File: src/rtl/bof_pkg.sv
// Shared types and constants for the heap-overflow range buffer.
// The overflow-detection unit imports the same package.
//   bof_range_t : one stored interval {valid, first, last}
//   BOF_DEPTH   : default number of interval entries
//   BOF_ADDR_W  : default address width
package bof_pkg;

  localparam int unsigned BOF_DEPTH  = 8;
  localparam int unsigned BOF_ADDR_W = 32;

  typedef struct packed {
    logic                  valid;
    logic [BOF_ADDR_W-1:0] first;
    logic [BOF_ADDR_W-1:0] last;
  } bof_range_t;

endpackage

File: src/rtl/bof_range_cmp.sv
// Per-entry inclusive-bounds comparator.
// Ports:
//   valid_i : entry holds an interval
//   first_i : inclusive lower bound
//   last_i  : inclusive upper bound
//   addr_i  : query address
//   hit_o   : valid_i && first_i <= addr_i <= last_i (unsigned)
module bof_range_cmp #(
  parameter int unsigned ADDR_W = 32
) (
  input  logic              valid_i,
  input  logic [ADDR_W-1:0] first_i,
  input  logic [ADDR_W-1:0] last_i,
  input  logic [ADDR_W-1:0] addr_i,
  output logic              hit_o
);

  assign hit_o = valid_i && (first_i <= addr_i) && (addr_i <= last_i);

endmodule

File: src/rtl/bof_range_buffer.sv
// Circular store of detected heap-overflow address intervals with a
// same-cycle combinational "address in any interval" query.
// Optional feature macro: BOF_RANGE_MERGE_EN -- when defined, a valid write
// that overlaps or abuts the most recent entry extends that entry instead of
// allocating a new one.
// Ports:
//   clk_i, rst_ni      : clock, asynchronous active-low reset
//   rst_us_i           : synchronous clear of all entries (wins over a write)
//   en_write_i         : write strobe for [addr_first_i, addr_last_i]
//   find_addr_i        : query address
//   addr_in_range_o    : query hit (combinational, pre-write contents)
//   hit_idx_o          : lowest hitting entry index, 0 when no hit
//   read_o, read2_o    : bounds of the most recently written entry
//   count_o, full_o    : number of valid entries, buffer full
//   wrap_o             : pulse, a write overwrote a valid entry
//   bad_range_o        : pulse, write rejected because first > last
module bof_range_buffer
  import bof_pkg::*;
#(
  parameter int unsigned DEPTH  = BOF_DEPTH,
  parameter int unsigned ADDR_W = BOF_ADDR_W,
  localparam int unsigned IDX_W = $clog2(DEPTH)
) (
  input  logic              clk_i,
  input  logic              rst_ni,
  input  logic              rst_us_i,
  input  logic              en_write_i,
  input  logic [ADDR_W-1:0] addr_first_i,
  input  logic [ADDR_W-1:0] addr_last_i,
  input  logic [ADDR_W-1:0] find_addr_i,
  output logic              addr_in_range_o,
  output logic [IDX_W-1:0]  hit_idx_o,
  output logic [31:0]       read_o,
  output logic [31:0]       read2_o,
  output logic [IDX_W:0]    count_o,
  output logic              full_o,
  output logic              wrap_o,
  output logic              bad_range_o
);

  localparam logic [IDX_W:0]   CountMax = (IDX_W+1)'(DEPTH);
  localparam logic [IDX_W-1:0] PtrOne   = IDX_W'(1);
  localparam logic [IDX_W:0]   CountOne = (IDX_W+1)'(1);

  logic [DEPTH-1:0]  valid_q;
  logic [ADDR_W-1:0] first_q [DEPTH];
  logic [ADDR_W-1:0] last_q  [DEPTH];
  logic [IDX_W-1:0]  wr_ptr_q;
  logic [IDX_W:0]    count_q;
  logic [ADDR_W-1:0] read_q, read2_q;
  logic              wrap_q, bad_q;

  logic [DEPTH-1:0]  hit;
  logic              range_ok, do_write, do_merge, merge_ok;
  logic [IDX_W-1:0]  prev_ptr, wr_idx;
  logic [ADDR_W-1:0] new_first, new_last;

  // Lookup
  for (genvar e = 0; e < DEPTH; e++) begin : g_cmp
    bof_range_cmp #(
      .ADDR_W(ADDR_W)
    ) u_cmp (
      .valid_i(valid_q[e]),
      .first_i(first_q[e]),
      .last_i (last_q[e]),
      .addr_i (find_addr_i),
      .hit_o  (hit[e])
    );
  end

  always_comb begin
    hit_idx_o = '0;
    // Descending scan so the lowest hitting index is the last assignment.
    for (int i = DEPTH - 1; i >= 0; i--) begin
      if (hit[i]) hit_idx_o = IDX_W'(i);
    end
  end

  assign addr_in_range_o = |hit;

  // Write decode
  always_comb begin
    range_ok = addr_first_i <= addr_last_i;
    do_write = en_write_i && range_ok && !rst_us_i;
    prev_ptr = wr_ptr_q - PtrOne;
`ifdef BOF_RANGE_MERGE_EN
    // Widened compare so last+1 at the maximum address does not wrap to 0.
    merge_ok = valid_q[prev_ptr] &&
               ({1'b0, addr_first_i} <= ({1'b0, last_q[prev_ptr]} + (ADDR_W+1)'(1))) &&
               ({1'b0, first_q[prev_ptr]} <= ({1'b0, addr_last_i} + (ADDR_W+1)'(1)));
`else
    merge_ok = 1'b0;
`endif
    do_merge  = do_write && merge_ok;
    wr_idx    = do_merge ? prev_ptr : wr_ptr_q;
    new_first = (do_merge && (first_q[prev_ptr] < addr_first_i)) ? first_q[prev_ptr]
                                                                   : addr_first_i;
    new_last  = (do_merge && (last_q[prev_ptr] > addr_last_i)) ? last_q[prev_ptr]
                                                                : addr_last_i;
  end

  always_ff @(posedge clk_i or negedge rst_ni) begin
    if (!rst_ni) begin
      valid_q  <= '0;
      for (int i = 0; i < DEPTH; i++) begin
        first_q[i] <= '0;
        last_q[i]  <= '0;
      end
      wr_ptr_q <= '0;
      count_q  <= '0;
      read_q   <= '0;
      read2_q  <= '0;
      wrap_q   <= 1'b0;
      bad_q    <= 1'b0;
    end else if (rst_us_i) begin
      valid_q  <= '0;
      wr_ptr_q <= '0;
      count_q  <= '0;
      read_q   <= '0;
      read2_q  <= '0;
      wrap_q   <= 1'b0;
      bad_q    <= 1'b0;
    end else begin
      wrap_q <= do_write && !do_merge && valid_q[wr_ptr_q];
      bad_q  <= en_write_i && !range_ok;
      if (do_write) begin
        valid_q[wr_idx] <= 1'b1;
        first_q[wr_idx] <= new_first;
        last_q[wr_idx]  <= new_last;
        read_q          <= new_first;
        read2_q         <= new_last;
        if (!do_merge) begin
          wr_ptr_q <= wr_ptr_q + PtrOne;
          if (count_q != CountMax) count_q <= count_q + CountOne;
        end
      end
    end
  end

  if (ADDR_W >= 32) begin : g_rd_trunc
    assign read_o  = read_q[31:0];
    assign read2_o = read2_q[31:0];
  end else begin : g_rd_ext
    assign read_o  = {{(32-ADDR_W){1'b0}}, read_q};
    assign read2_o = {{(32-ADDR_W){1'b0}}, read2_q};
  end

  assign count_o     = count_q;
  assign full_o      = count_q == CountMax;
  assign wrap_o      = wrap_q;
  assign bad_range_o = bad_q;

endmodule

File: config.mk
export PLATFORM = sky130hd
export DESIGN_NAME = bof_range_buffer
export DESIGN_NICKNAME = d
export VERILOG_FILES = /design/src/rtl/bof_pkg.sv /design/src/rtl/bof_range_cmp.sv /design/src/rtl/bof_range_buffer.sv
export SDC_FILE = /design/constraint.sdc
export NUM_CORES = 2
export LEC_CHECK = 0
export BUFFER_PORTS_ARGS = -buffer_cell sky130_fd_sc_hd__buf_4
export CORE_MARGIN = 2
export CORE_UTILIZATION = 40
export CTS_CLUSTER_SIZE = 30
export DETAILED_ROUTE_END_ITERATION = 8
export GPL_ROUTABILITY_DRIVEN = 0
export PLACE_DENSITY = 0.65
export SLEW_MARGIN = 30
export SYNTH_ARGS = -nofsm -noshare
export SYNTH_HDL_FRONTEND = slang
export SYNTH_SLANG_ARGS = --single-unit
File: constraint.sdc
create_clock -name clk_i -period 5 [get_ports clk_i]
set_input_delay 0.5 -clock clk_i [delete_from_list [all_inputs] [get_ports clk_i]]
set_output_delay 0.5 -clock clk_i [all_outputs]
set_load 0.02 [all_outputs]
==> results.md <==
* Status: finished clean
* Mean routed wirelength per cell at between 20 and 25 µm
* CTS tree: done
* Mapped Nets at between 4,000 and 5,000
* Worst EP required at about 4500 ps
* Initial DRT Pass Iterations at 6
* Postcts setup bufs at 0
* Synth top area share at between 40% and 50%
* CP Launch Type: flip-flop
* Setup Skew at 30.5 ps
* Post-Route WL at 101 mm
* Register area at 14,800 µm²
* Slew headroom at about two fifths
* Overall Global Routing Usage at 22.2%
* Maximum clock insertion buffer count at 3
* DRC viols at 0
* HPWL after DPL at between 70 and 80 mm
* Area grow syn2layout at 14.6%
* Max-cap violations at 0
* Total congestion overflow at 0
* Die Ht at 303 µm
* Number of synthesized flops with an enable pin at 0
* Root Buffer: clkbuf_16
* Placed Cells at between 4,000 and 5,000
* Endpoints failing hold at 0
* Clk slew on worst S/H paths at approximately 60 ps
* DR vias at roughly 26,000
* Global-route wire length before repair at 155 mm
* Register area share after synthesis at 41.6%
* Yosys reg bits at ~600
* PwrDens at around 360 nW/µm²
* Distinct cells, synth at 70
* Mapped Cells at around 3,400
* Cts hold-fix bufs at 1
* Cell taking the most area after synthesis: dfrtp_1
* Max VDD drop at approximately 260 µV
* Initial Utilization at 40.4%
* Max-slew violations at 0
* RSZ-0062 raised after global routing: no
* Core Rows at about 110
* Largest net degree at the start of global routing at between 100 and 150
* FFs w/ async S/R, synth at 100%
* Post-route ant nets at 0
* Cell area after synthesis at between 30,000 and 40,000 µm²
* Hold Path Class: in2reg
* Ports at about 180
* Clock buffer count from CTS at about 70
* Total negative setup slack at 0 ps
* Layout cells sized above 1 at about 15%
* Multi-input logic area at between 15,000 and 20,000 µm²
* Clk_lat worst skew at between 600 and 700 ps
* Static Leak at a little over 20 nW
* Die area at just over 90,000 µm²
* H-tree lvl count at 3
* Core box area at 88,400 µm²
* Vias per cell at 5.37
* Layout Nets at between 4,000 and 5,000
* Final worst path period need at between 4000 and 5000 ps
* Crit. End Element: output port
* Number of global-route vias before repair at ~25,000
* Final Instance Count excl. Fillers at roughly 4,800
* Fmax at between 200 and 250 MHz
* Post-CTS sizing at 0
* Crit path DAT at slightly below 4000 ps
* Fill count at approximately 8,300
* CP Max Fanout at 3
* Die W at around 300 µm
* Pwr Total at approximately 15 mW
* YS warnings at 0
* Clk sinks at ~590
* Initial antenna violation count at 5
* DR iter-0 viols at between 1,500 and 2,000
* Final count of negative-setup-slack endpoints at 0
* Kind of critical path: reg2out
* Worst-Margin Slew at roughly 910 ps
* I/O Buffers at 174
* Ys flop type: dfrtp_1
* Leading post-synthesis cells by cell area: dfrtp_1, ha_1, mux2_4
* Tcrit/Tclk final at between 80% and 90%
* Avg Synthesized Cell Area at roughly 10 µm²
-- logic make-up (layout without fill, tap and decap cells) --
| logic type | count (synthesis) | after routing | share of synthesized area [%] |
|---|---|---|---|
| AO/OA/AOI/OAI | 722 | 722 | 11.8 |
| XOR/XNOR | 5 | 5 | 0.123 |
| AND/OR/NAND/NOR | 753 | 753 | 10.1 |
| buffers and inverters | 457 | 709 | 5.60 |
| flip-flops | 593 | 593 | 41.6 |
| multiplexers | 326 | 326 | 11.7 |
| other | 0 | 2 | 0 |
| adder cells (fa/ha/maj) | 547 | 547 | 19.2 |
-- worst max-delay path: stages, from the launching register on --
cell      delay, ps
dfrtp_1         340
inv_1            50
ha_1            290
nand4_1         160
nor4_1          830
nand2_1         170
o211ai_1        230
a211o_1         270
a211o_1         280
nand4_1         210
or2_1           270
buf_4           150
-- final cells by class --
class	count	share of cell area (%)
Clock buffer	95	4.96
Tap cell	1165	3.57
Sequential cell	593	36.3
Inverter	358	3.29
Antenna cell	2	0.0122
Timing Repair Buffer	223	4.64
Clock inverter	33	1.09
Multi-Input combinational cell	2353	46.1
-- per-stage QoR --
stage               area, µm²  hold WS (ps)  utilization (%)  setup slack [ps]
floorplan               35700           204                -              1840
global placement        38400           462             43.4               811
detailed placement      38400           470             43.4               845
CTS                     40900          75.7             46.2               609
global route            40900           110             46.2               408
finish                  40900           107             46.2               605
-- cells in the final DEF (no fill, tap or decap), drive strengths merged, types with 23 or more instances in the layout --
cell type	count
inv	365
clkbuf	95
nand2	351
nand4	107
nor4	23
buf	222
a211oi	27
a21o	71
o21ai	345
dfrtp	593
a21oi	179
mux2	257
nand3	54
mux2i	67
ha	547
nor2	120
-- power breakdown --
group          leakage, nW  switching [mW]  total [mW]  internal [mW]
combinational         11.3            1.76        3.23           1.46
sequential            7.99           0.416        5.86           5.44
clock                 1.23            2.26        5.47           3.21
total                 20.5            4.44        14.6           10.1
-- per-layer routing --
| metal | track usage [%] | routed length (µm) |
|---|---|---|
| met2 | 34.7 | 45100 |
| met5 | 0 | 40 |
| met3 | 3.87 | 5790 |
| met4 | 7.12 | 2640 |
| met1 | 31.3 | 47200 |
-- sequential cells by signal, indices dropped and copies added, names as in the netlist --
name	flops
wr_idx	3
valid_q	8
last_q	256
bad_range_o	1
wrap_o	1
read_o	32
read2_o	32
first_q	256
count_o	4
-- cells in the mapped netlist (5+ instances only) --
| master | number |
|---|---|
| a31oi_1 | 7 |
| ha_1 | 547 |
| o21a_1 | 17 |
| or2_2 | 5 |
| a21oi_1 | 179 |
| nand3_1 | 50 |
| dfrtp_1 | 593 |
| buf_2 | 30 |
| o21ai_0 | 290 |
| buf_4 | 7 |
| mux2i_1 | 67 |
| nand2b_1 | 8 |
| nand4_1 | 107 |
| nor4_1 | 23 |
| mux2_4 | 148 |
| a211o_1 | 11 |
| mux2_2 | 56 |
| nor2b_1 | 19 |
| clkbuf_1 | 33 |
| nand2_1 | 351 |
| nor3_1 | 21 |
| a221o_1 | 5 |
| a211oi_1 | 26 |
| inv_1 | 358 |
| and3_1 | 10 |
| o21ai_1 | 55 |
| a2111oi_0 | 6 |
| o211ai_1 | 11 |
| nor2_1 | 120 |
| a21o_1 | 71 |
| and4_1 | 8 |
| a221oi_1 | 6 |
| o221ai_1 | 7 |
| buf_6 | 29 |
| mux2_1 | 53 |
-- path summary, 6_finish.rpt --
kind	startpoint	end	slack, ps	depth (start not counted)
min in group asynchronous	rst_ni	first_q[121]$_DFFE_PN0P_	530	2
worst min-delay path	addr_last_i[9]	read2_o[9]$_DFFE_PN0P_	110	3
max in group asynchronous	rst_ni	read2_o[21]$_DFFE_PN0P_	3260	3
worst max register to register	wr_idx[0]$_DFFE_PN0P_	first_q[38]$_DFFE_PN0P_	2570	4
worst max-delay path	last_q[109]$_DFFE_PN0P_	addr_in_range_o	600	11
worst min register to register	last_q[207]$_DFFE_PN0P_	last_q[207]$_DFFE_PN0P_	480	2
Power figures use the tool's default switching activity.
